## config.mk

```make
export PLATFORM = sky130hd
export DESIGN_NAME = pythag_leg_solver
export DESIGN_NICKNAME = d
export VERILOG_FILES = /design/src/rtl/pythag_pkg.sv /design/src/rtl/pythag_leg_solver_seq_squarer.sv /design/src/rtl/pythag_leg_solver.sv
export SDC_FILE = /design/constraint.sdc
export NUM_CORES = 1
export LEC_CHECK = 0
export CORE_MARGIN = 5
export CORE_UTILIZATION = 65
export CTS_CLUSTER_DIAMETER = 40
export DETAILED_ROUTE_END_ITERATION = 16
export GPL_ROUTABILITY_DRIVEN = 1
export PLACE_DENSITY = 0.95
export SYNTH_ARGS = -nofsm -noshare
export SYNTH_HDL_FRONTEND = slang
export SYNTH_SLANG_ARGS = --single-unit
```

## constraint.sdc

```tcl
create_clock -name clk -period 5 [get_ports clk]
set_input_delay 0.5 -clock clk [delete_from_list [all_inputs] [get_ports clk]]
set_output_delay 0.5 -clock clk [all_outputs]
set_load 0.02 [all_outputs]
```

## src/rtl/pythag_pkg.sv

```systemverilog
// Shared constants and FSM state encoding for the Pythagorean leg solver.
// A result appears LATENCY enabled edges after the edge that accepts start.
package pythag_pkg;

    localparam int WIDTH   = 8;
    localparam int LATENCY = 3 * WIDTH + 2;
    localparam int CNT_W   = $clog2(WIDTH);

    typedef logic [2:0] state_t;

    localparam state_t S_IDLE = 3'd0;
    localparam state_t S_SQ_R = 3'd1;
    localparam state_t S_SQ_X = 3'd2;
    localparam state_t S_SUB  = 3'd3;
    localparam state_t S_ROOT = 3'd4;
    localparam state_t S_FIN  = 3'd5;

endpackage

```

## src/rtl/pythag_leg_solver_seq_squarer.sv

```systemverilog
// Multiplier-free sequential squarer, one partial product per enabled cycle.
// The load cycle already folds in bit 0, so valid rises after WIDTH-1 en cycles.
module seq_squarer #(
    parameter int WIDTH = 8
) (
    input  logic               clk,
    input  logic               rst_n,
    input  logic               load,
    input  logic               en,
    input  logic [WIDTH-1:0]   a,
    output logic [2*WIDTH-1:0] sq,
    output logic               valid
);

    localparam int CW = $clog2(WIDTH + 1);

    logic [2*WIDTH-1:0] mcand;
    logic [2*WIDTH-1:0] acc;
    logic [WIDTH-1:0]   mplier;
    logic [CW-1:0]      cnt;

    assign valid = (cnt == CW'(WIDTH));
    assign sq    = acc;

    always_ff @(posedge clk or negedge rst_n) begin
        if (!rst_n) begin
            mcand  <= '0;
            acc    <= '0;
            mplier <= '0;
            cnt    <= '0;
        end else if (load) begin
            acc    <= a[0] ? {{WIDTH{1'b0}}, a} : '0;
            mcand  <= {{WIDTH{1'b0}}, a} << 1;
            mplier <= a >> 1;
            cnt    <= CW'(1);
        end else if (en && !valid) begin
            if (mplier[0]) begin
                acc <= acc + mcand;
            end
            mcand  <= mcand << 1;
            mplier <= mplier >> 1;
            cnt    <= cnt + CW'(1);
        end
    end

endmodule

```

## src/rtl/pythag_leg_solver.sv

```systemverilog
// Computes floor(sqrt(r*r - x*x)) with shift-add squaring and a restoring root.
// Sits behind a start/busy/done handshake; ena=0 freezes every register.
//
// state  | meaning
// IDLE   | waiting for start
// SQ_R   | squaring r; last cycle stores r*r and loads x
// SQ_X   | squaring x
// SUB    | diff = r*r - x*x, or 0 with invalid pending when x > r
// ROOT   | one root bit per cycle, MSB first
// FIN    | publish result, pulse done, drop busy
module pythag_leg_solver
    import pythag_pkg::*;
#(
    parameter int WIDTH = pythag_pkg::WIDTH
) (
    input  logic             clk,
    input  logic             rst_n,
    input  logic             ena,
    input  logic             start,
    input  logic [WIDTH-1:0] hyp_in,
    input  logic [WIDTH-1:0] leg_in,
    output logic [WIDTH-1:0] leg_out,
    output logic             busy,
    output logic             done,
    output logic             invalid
);

    localparam int CW = (WIDTH > 1) ? $clog2(WIDTH) : 1;

    state_t             state;
    logic [WIDTH-1:0]   hyp_q;
    logic [WIDTH-1:0]   leg_q;
    logic [2*WIDTH-1:0] r2_q;
    logic [2*WIDTH-1:0] rad_q;
    logic [WIDTH+3:0]   rem_q;
    logic [WIDTH-1:0]   root_q;
    logic [CW-1:0]      cnt_q;
    logic               inv_pend;

    logic               sq_load;
    logic               sq_en;
    logic               sq_valid;
    logic [WIDTH-1:0]   sq_a;
    logic [2*WIDTH-1:0] sq;

    logic [WIDTH+3:0]   rem_sh;
    logic [WIDTH+3:0]   trial;
    logic [WIDTH+3:0]   rem_nx;
    logic [WIDTH-1:0]   root_nx;

    // The squarer is shared: r is loaded on acceptance, x on the last SQ_R cycle.
    assign sq_load = ena && (((state == S_IDLE) && start) ||
                             ((state == S_SQ_R) && sq_valid));
    assign sq_en   = ena && ((state == S_SQ_R) || (state == S_SQ_X));
    assign sq_a    = (state == S_IDLE) ? hyp_in : leg_q;

    seq_squarer #(
        .WIDTH (WIDTH)
    ) u_squarer (
        .clk   (clk),
        .rst_n (rst_n),
        .load  (sq_load),
        .en    (sq_en),
        .a     (sq_a),
        .sq    (sq),
        .valid (sq_valid)
    );

    always_comb begin
        rem_sh  = (rem_q << 2) | {{(WIDTH+2){1'b0}}, rad_q[2*WIDTH-1 -: 2]};
        trial   = {2'b00, root_q, 2'b01};
        rem_nx  = rem_sh;
        root_nx = root_q << 1;
        if (rem_sh >= trial) begin
            rem_nx  = rem_sh - trial;
            root_nx = (root_q << 1) | {{(WIDTH-1){1'b0}}, 1'b1};
        end
    end

    always_ff @(posedge clk or negedge rst_n) begin
        if (!rst_n) begin
            state    <= S_IDLE;
            hyp_q    <= '0;
            leg_q    <= '0;
            r2_q     <= '0;
            rad_q    <= '0;
            rem_q    <= '0;
            root_q   <= '0;
            cnt_q    <= '0;
            inv_pend <= 1'b0;
            leg_out  <= '0;
            busy     <= 1'b0;
            done     <= 1'b0;
            invalid  <= 1'b0;
        end else if (ena) begin
            done <= 1'b0;
            case (state)
                S_IDLE: begin
                    if (start) begin
                        hyp_q <= hyp_in;
                        leg_q <= leg_in;
                        busy  <= 1'b1;
                        state <= S_SQ_R;
                    end
                end
                S_SQ_R: begin
                    if (sq_valid) begin
                        r2_q  <= sq;
                        state <= S_SQ_X;
                    end
                end
                S_SQ_X: begin
                    if (sq_valid) begin
                        state <= S_SUB;
                    end
                end
                S_SUB: begin
                    if (leg_q > hyp_q) begin
                        rad_q    <= '0;
                        inv_pend <= 1'b1;
                    end else begin
                        rad_q    <= r2_q - sq;
                        inv_pend <= 1'b0;
                    end
                    rem_q  <= '0;
                    root_q <= '0;
                    cnt_q  <= '0;
                    state  <= S_ROOT;
                end
                S_ROOT: begin
                    rad_q  <= rad_q << 2;
                    rem_q  <= rem_nx;
                    root_q <= root_nx;
                    cnt_q  <= cnt_q + CW'(1);
                    if (cnt_q == CW'(WIDTH - 1)) begin
                        state <= S_FIN;
                    end
                end
                S_FIN: begin
                    leg_out <= root_q;
                    invalid <= inv_pend;
                    done    <= 1'b1;
                    busy    <= 1'b0;
                    state   <= S_IDLE;
                end
                default: state <= S_IDLE;
            endcase
        end
    end

endmodule

```

# [Word-level counts from Yosys, hierarchy flattened]
# Index checks and enable logic that the tools add are counted.
[totals] word_cells=84 regBits=128
[op_classes] addsub=5 eq_ne=11 n_reduce_logical=21 order_cmp=2 muxes=27 bitwise=1
[ops] op="$mux W16" count=6
[ops] op="$mux W8" count=4
[ops] op="$pmux W16 S2" count=1
[ops] op="$pmux W10 S2" count=1
[ops] op="$add A16 B16 Y16" count=1
[ops] op="$pmux W8 S2" count=1
[ops] op="$sub A16 B16 Y16" count=1
[ops] op="$pmux W3 S5" count=1
[ops] op="$ge A12 B10 Y1" count=1
[ops] op="$mux W3" count=4
[ops] op="$or A12 B2 Y12" count=1
[ops] op="$mux W10" count=1
[ops] op="$sub A10 B10 Y10" count=1
[ops] op="$eq A3 B3 Y1 const B" count=3
[ops] op="$reduce_and A3 Y1" count=3
[ops] op="$gt A8 B8 Y1" count=1
[ops] op="$mux W4" count=2
[ops] op="$ne A2 B2 Y1 const B" count=4
[ops] op="$reduce_and A2 Y1" count=4
[ops] op="$reduce_bool A2 Y1" count=4
[ops] op="$eq A3 B2 Y1 const B" count=2
[ops] op="$pmux W3 S2" count=1
[ops] op="$logic_and A1 B1 Y1" count=5
[ops] op="$reduce_and A5 Y1" count=1
[ops] op="9 further kinds" count=13

# [Longest topological paths before layout]
# Gate-level depths: netlist of the first run.
[logic_depth] ltp_word=6 ltp_mapped=10 ltp_nobuf=10

# [Modules after synthesis]
# Synthesis of the first run repeated with hierarchy kept, for this count alone.
[unflattened] hier_cells=805 hier_area_um2=7314.5
[modules_own_cells] module="pythag_leg_solver" instances=1 cells_per_inst=511 seq_area_each_um2=2102.0 area_each_um2=4833.4
[modules_own_cells] module="seq_squarer" instances=1 cells_per_inst=294 seq_area_each_um2=1051.0 area_each_um2=2481.1

# [Worst setup path after synthesis of the first run]
# No wires, ideal clock.
[synth_timing] kind="register to register" from="reg u_squarer.acc[0], in the netlist u_squarer.sq[0]" to="reg rad_q[12]" t_required_ns=4.874 arrival_ns=2.113 path_slack_ns=2.762 path_stages_with_launch=10 n_path_buf=0 synth_period_minus_slack_ns=2.238 path_cell_list="dfrtp_1 ha_1 fa_1 nand2b_1 a211oi_1 o311a_1 o211ai_2 xnor2_1 a221oi_1 nor2_1"
[synth_via] elab_chain_cells=3
[synth_rtl] item="from (decl)" line_no="pythag_leg_solver_seq_squarer.sv:18" text="logic [2*WIDTH-1:0] acc;"
[synth_rtl] item="from (signal assigned)" line_no="pythag_leg_solver_seq_squarer.sv:32" text="acc <= a[0] ? {{WIDTH{1'b0}}, a} : '0;"
[synth_rtl] item="from (signal assigned)" line_no="pythag_leg_solver_seq_squarer.sv:38" text="acc <= acc + mcand;"
[synth_rtl] item="$sub A16 B16 Y16" line_no="pythag_leg_solver.sv:122" text="rad_q <= r2_q - sq;"
[synth_rtl] item="$mux W16" line_no="pythag_leg_solver.sv:118" text="if (leg_q > hyp_q) begin"
[synth_rtl] item="$pmux W16 S2" line_no="pythag_leg_solver.sv:97" text="case (state)"
[synth_rtl] item="to (signal assigned)" line_no="pythag_leg_solver.sv:122"
[synth_rtl] item="to (signal assigned)" line_no="pythag_leg_solver.sv:131" text="rad_q <= rad_q << 2;"
[synth_rtl] item="to (decl)" line_no="pythag_leg_solver.sv:34" text="logic [2*WIDTH-1:0] rad_q;"
# No other way between the ends.
# A chain may end at the register's enable or synchronous reset.

# [Worst setup path after layout of the first run]
[layout_timing] from="reg state[2]" to="reg rad_q[14]"
[layout_via] elab_chain_cells=3 elab_cells_between_ends=5
[layout_rtl] item="from (decl)" line_no="pythag_leg_solver.sv:30" text="state_t state;"
[layout_rtl] item="from (signal assigned)" line_no="pythag_leg_solver.sv:82" text="state <= S_IDLE;"
[layout_rtl] item="from (signal assigned)" line_no="pythag_leg_solver.sv:103" text="state <= S_SQ_R;"
[layout_rtl] item="from (signal assigned)" line_no="pythag_leg_solver.sv:109" text="state <= S_SQ_X;"
[layout_rtl] item="$eq A3 B3 Y1 or $eq A3 B2 Y1 (tied branches)" line_no="pythag_leg_solver.sv:97"
[layout_rtl] item="$reduce_bool A2 Y1 (no line)"
[layout_rtl] item="$reduce_and A2 Y1 (no line)"
# Parallel ways exist; a longest one is shown, timed or not.

==> results of run 1 <==
-- final timing paths --
kind,from,end,slack [ns],cells past startpoint
worst min register to register,leg_out[5],leg_out[5],0.48,2
worst max-delay path,state[2],rad_q[14],1.99,7
worst max register to register,state[2],rad_q[14],1.99,7
max in group asynchronous,rst_n,u_squarer.mcand[13],3.52,2
worst min-delay path,rst_n,rem_q[9],0.15,1
min in group clk,leg_out[5],leg_out[5],0.48,2
-- critical path: cells and delay by family, from the launching register on --
family,cells,cell delay (ns)
AOI/OAI and AO/OA,1,0.28
muxes,1,0.13
and+or+nand+nor,5,1.90
DFF,1,0.57
-- registers in the layout, indices dropped and copies added, names as in the netlist, 3 cells and up --
name / flops
cnt_q: 3
hyp_q: 8
leg_out: 8
leg_q: 8
r2_q: 16
rad_q: 16
rem_q: 10
root_q: 8
state: 3
u_squarer.cnt: 4
u_squarer.mcand: 15
u_squarer.mplier: 7
u_squarer.sq: 16
-- stage by stage --
| stage | utilization | total power [W] | hold WS (ns) | cell area, um^2 |
|---|---|---|---|---|
| after floorplan | - | 0.003401 | 0.2044 | 7302 |
| after global placement | 0.6995 | 0.003759 | 0.4583 | 7650 |
| after detailed placement | 0.6995 | 0.003922 | 0.4657 | 7650 |
| after CTS | 0.7534 | 0.005318 | 0.1835 | 8239 |
| after global routing | 0.7534 | 0.005713 | 0.2227 | 8239 |
| final | 0.7534 | 0.005412 | 0.1459 | 8239 |
-- cells in the final DEF, fill, tap and decap left out, types with 8 or more instances in the layout --
master / Yosys / final
mux2i_1: 19 / 19
nor2_1: 56 / 56
o21ai_1: 36 / 36
a21oi_1: 47 / 47
xor2_1: 17 / 17
nand3_1: 24 / 24
inv_1: 45 / 45
o21ai_0: 59 / 59
xnor2_1: 15 / 15
nand2b_1: 14 / 14
clkdlybuf4s50_1: 0 / 29
nand2_1: 95 / 95
nor2b_1: 8 / 8
or3_1: 8 / 8
a221o_1: 13 / 13
dfrtp_1: 126 / 126
mux2_2: 9 / 9
clkbuf_16: 0 / 17
ha_1: 52 / 52
-- metal layers --
| metal | part of all wire | vias to the layer above | global-route usage |
|---|---|---|---|
| li1 | - | 2834 | - |
| met5 | 0 | - | 0 |
| met1 | 0.37 | 3096 | 0.3578 |
| met3 | 0.076 | 111 | 0.06945 |
| met2 | 0.50 | 384 | 0.5328 |
| met4 | 0.056 | 0 | 0.1810 |
-- cells in the mapped netlist, drive strengths merged, types with 12 or more instances --
master  number
o21ai       97
inv         46
nand3       24
nand2b      14
xnor2       15
buf         19
dfrtp      126
a21oi       49
xor2        17
nor2        56
mux2i       19
a221o       13
mux2        12
ha          52
nand2       96
clkbuf      16
-- cell families after synthesis --
group,Yosys count,synth area share
fa+ha+maj,54,0.09459
buf+inv,81,0.04592
flops,126,0.4318
compound gates,225,0.1952
simple gates,235,0.1496
xor+xnor,32,0.03838
mux,31,0.04455
-- layout make-up --
cell class / count / area [um^2]
repair buffers: 35 / 335.3
fillers: 624 / 2696
well taps: 140 / 175.2
clock buffers: 18 / 429.2
flip-flops and latches: 126 / 3153
inverters: 46 / 172.7
multi-input cells: 577 / 3814
clock inverters: 14 / 160.2
-- power groups by stage --
stage / sequential, W / clock, W / combinational [W]
2_1_floorplan: 0.00148 / 0 / 0.00192
3_3_place_gp: 0.00155 / 0 / 0.00221
3_5_place_dp: 0.00157 / 0 / 0.00235
4_1_cts: 0.00158 / 0.00124 / 0.00250
5_1_grt: 0.00162 / 0.00129 / 0.00280
6_report: 0.00159 / 0.00125 / 0.00257
==> reports/metrics.yaml, run 1 <==
critical_path:
  cp_cell_sequence: "nor3b_4 -> nand2_2 -> and2_1 -> a21oi_2 -> nand2_1 -> mux2i_1 -> nor2_1"
  cp_data_required_time_ns: 5.31
  cp_max_fo: 36
  criticalPathCategory: "flip-flop to flip-flop"
  cp-end-kind: "flip-flop"
  cp-start-kind: "flip-flop"
  worst_ep_arrival_time_ns: 3.32
  worst_path_max_delay_cell: "nor3b_4"
  crit_path_max_incr_delay_ns: 0.62
clocking:
  hold_buffers: 0
  clockBufferDepth: 2
  cts_resized: 0
  clock-sinks: 126
  cts_setup_buffers: 0
  root_buffer: "clkbuf_16"
  cts_tree: "done"
  cts_buffers: 17
  cts.htree.levels: 4
  clock_latency_ns: 0.42
  clk_pin_slew_ns: 0.06
placement:
  port_buffers: 30
  place.gp.congestion: 0.8683
  pre_cts_ws_ns: 1.939
  placed_cells: 924
  dpl.hpwl_mm: 11.85
global_route:
  track_usage: 0.3110
  antenna_found_initial: 0
  first_global_vias: 6537
  grt_pass1_wl_mm: 32.44
  grt_max_degree: 67
  grt.overflow.total: 0
timing:
  finalHoldViolations: 0
  fin_ws_ns: 1.988
  finClkSkew_ns: 0.01276
  period_minus_slack_ns: 3.012
  setup_viol: 0
  timing.fmax_mhz: 332.0
  period_share: 0.6023
  slew_viol_final: 0
  rsz0062_at_grt: "false"
  max_slew.worst_pin.slew_ns: 0.9855
  max_slew_margin: 0.3411
  finalSetupTns_ns: 0
routing:
  vias_per_cell: 6.721
  drt-initial-drc-count: 769
  wirelength_mm: 19.59
  wl_per_cell_um: 20.49
  ant_nets: 0
  drc: 0
  vias: 6425
  firstDrtPassIters: 5
pwr:
  p_comb_frac: 0.476
  p_clk_frac: 0.230
  p_sw_frac: 0.4371
  power.share.sequential: 0.294
  leakagePower_nw: 3.762
  switching_power_w: 0.002366
  powerDensity_nw_per_um2: 656.9
  p_int_w: 0.003047
  ir_worst_vdd_mv: 0.5408
hold_path:
  hold_class: "input port to asynchronous set/reset pin"
synth:
  synth_edf_count: 0
  postSynthNetCount: 858
  synth_area_leaders: "dfrtp_1 (43%), ha_1 (8.9%), nand2_1 (4.9%), o21ai_0 (4.0%), a21oi_1 (3.2%)"
  synth_top_area_share: 0.4318
  syn_area_um2: 7302
  synthCells: 784
  ys_ff_latch: 126
  async_flop_share: 1.000
  yosysUniqueCellTypes: 67
  synth_seq_area_share: 0.4318
  synth_ff_type: "dfrtp_1"
  synth_warnings: 0
  yosys.area.top_type: "dfrtp_1"
  synth.avg_cell_area_um2: 9.314
final_layout:
  fin_cells: 956
  n_antenna_cell: 0
  synthToLayoutAreaGrowth_pct: 12.83
  nNetsFinal: 877
  layout-drive-gt1-share: 0.07843
floorplan:
  dieArea_um2: 13450
  die_w_um: 116.0
  fp.coreArea_um2: 10940
  io_pins: 31
  dieHeight_um: 116.0
  rows: 38
  initial_core_util: 0.6677
run_status:
  outcome: "finished, final reports clean"
flow_run:
  max_cap_violations: 0
Note: power is estimated with default switching activity, not from simulation.
==> run 2: changes to the inputs <==
--- a/config.mk
+++ b/config.mk
@@ -6,11 +6,11 @@
 export NUM_CORES = 1
 export LEC_CHECK = 0
 export CORE_MARGIN = 5
-export CORE_UTILIZATION = 65
+export CORE_UTILIZATION = 61
 export CTS_CLUSTER_DIAMETER = 40
 export DETAILED_ROUTE_END_ITERATION = 16
 export GPL_ROUTABILITY_DRIVEN = 1
-export PLACE_DENSITY = 0.95
+export PLACE_DENSITY = 0.92
 export SYNTH_ARGS = -nofsm -noshare
 export SYNTH_HDL_FRONTEND = slang
 export SYNTH_SLANG_ARGS = --single-unit
==> constraint.sdc (replaced) <==
create_clock -name clk -period 2.9 [get_ports clk]
set_input_delay 0.29 -clock clk [delete_from_list [all_inputs] [get_ports clk]]
set_output_delay 0.29 -clock clk [all_outputs]
set_load 0.02 [all_outputs]
==> reports/metrics.yaml, run 2 (synthesis gave the netlist of run 1 again) <==
timing:
  finalSetupTns_ns: 0
  period_minus_slack_ns: 2.568
  setup_viol: 0
  finalHoldViolations: 0
  period_share: 0.8855
  timing.fmax_mhz: 389.4
  fin_ws_ns: 0.3321
  finClkSkew_ns: 0.008714
  rsz0062_at_grt: "false"
  max_slew.worst_pin.slew_ns: 0.9501
  slew_viol_final: 0
  max_slew_margin: 0.3642
critical_path:
  cp-end-kind: "flip-flop"
  worst_ep_arrival_time_ns: 2.86
  worst_path_max_delay_cell: "dfrtp_1"
  cp_cell_sequence: "inv_1 -> ha_1 -> fa_1 -> nand2b_1 -> a211oi_1 -> o311a_1 -> o211ai_2 -> xnor2_1 -> a221oi_1 -> nor2_1"
  criticalPathCategory: "flip-flop to flip-flop"
  cp_max_fo: 3
  cp_data_required_time_ns: 3.20
  cp-start-kind: "flip-flop"
  crit_path_max_incr_delay_ns: 0.37
routing:
  ant_nets: 0
  wirelength_mm: 17.50
  vias: 6133
  drc: 0
  wl_per_cell_um: 17.92
  drt-initial-drc-count: 541
  vias_per_cell: 6.277
  firstDrtPassIters: 5
floorplan:
  dieHeight_um: 119.4
  initial_core_util: 0.6156
  dieArea_um2: 14260
  die_w_um: 119.4
  fp.coreArea_um2: 11860
  io_pins: 31
  rows: 40
global_route:
  grt_pass1_wl_mm: 29.60
  grtUsageMet1: 0.3072
  grt_max_degree: 57
  use_met2: 0.4412
  gr-max-usage-layer: "met2"
  first_global_vias: 6204
  track_usage: 0.2538
  antenna_found_initial: 0
  grt.overflow.total: 0
  grt.met3_usage: 0.04653
placement:
  place.gp.congestion: 0.9599
  port_buffers: 30
  dpl.hpwl_mm: 11.24
  pre_cts_ws_ns: 0.4368
hold_path:
  hold_class: "input port to flip-flop"
clocking:
  clockBufferDepth: 2
  cts_buffers: 17
  clock_latency_ns: 0.42
  cts.htree.levels: 4
  root_buffer: "clkbuf_16"
  cts_tree: "done"
  clock-sinks: 126
  clk_pin_slew_ns: 0.06
final_layout:
  nNetsFinal: 891
  final_common_cell: "dfrtp_1"
  synthToLayoutAreaGrowth_pct: 14.92
  layout-drive-gt1-share: 0.09277
  layout_common_cells: "dfrtp_1 (126), nand2_1 (95), o21ai_0 (59), nor2_1 (56), ha_1 (52)"
  n_antenna_cell: 0
flow_run:
  max_cap_violations: 0
pwr:
  ir_worst_vdd_mv: 0.7305
  powerDensity_nw_per_um2: 1097
  leakagePower_nw: 3.849
run_status:
  outcome: "finished, final reports clean"
run 2: final cells by class:
class	count	area [um^2]
multi-input cells	577	3814
fillers	747	3470
flip-flops and latches	126	3153
repair buffers	49	455.4
clock buffers	18	429.2
clock inverters	14	183.9
well taps	147	183.9
inverters	46	172.7
run 2: path summary, 6_finish.rpt:
path                                 start                   to  slack, ns  cells past startpoint
worst max-delay path               r2_q[0]            rad_q[12]       0.33                     10
worst min-delay path             leg_in[0]             leg_q[0]       0.43                      3
worst max register to register     r2_q[0]            rad_q[12]       0.33                     10
worst min register to register  leg_out[7]           leg_out[7]       0.48                      2
max in group asynchronous            rst_n           leg_out[7]       1.70                      3
min in group asynchronous            rst_n  u_squarer.mcand[12]       0.47                      2
run 2: through the flow:
stage,util,std cells,cell area [um^2],hold WS [ns],total power (W)
floorplan,-,784,7302,-0.005591,0.005865
detailed placement,0.6550,944,7769,0.3902,0.006766
finish,0.7075,977,8392,0.4340,0.009205
global route,0.7075,977,8392,0.4803,0.009782
global placement,0.6550,944,7769,0.3808,0.006576
CTS,0.7075,977,8392,0.4355,0.009125
run 2: metal layers:
metal / vias to the layer above / part of all wire
met5: - / 0
met4: 0 / 0.027
met3: 55 / 0.049
met2: 260 / 0.52
met1: 2977 / 0.40
li1: 2841 / -
run 2: repair_timing:
| action | 4_1_cts | 5_1_grt |
|---|---|---|
| setup buffers | 0 | 0 |
| gates resized for setup | 0 | 0 |
| hold endpoints to repair | 54 | 0 |
| hold buffers | 1 | 0 |
run 2: worst max-delay path, delay by kind of cell, from the launching register on:
kind	cells	cell delay [ns]
buffers and inverters	1	0.07
AOI/OAI and AO/OA	4	1.00
DFF	1	0.37
and+or+nand+nor	2	0.29
adders and majority gates	2	0.58
xor gates and xnor gates	1	0.13
run 2: power breakdown:
| group | switching (W) | internal [W] | leakage [nW] |
|---|---|---|---|
| Sequential | 0.000456 | 0.00227 | 1.67 |
| Combinational | 0.00253 | 0.00174 | 1.88 |
| Clock | 0.000838 | 0.00137 | 0.297 |
| Total | 0.00383 | 0.00538 | 3.85 |
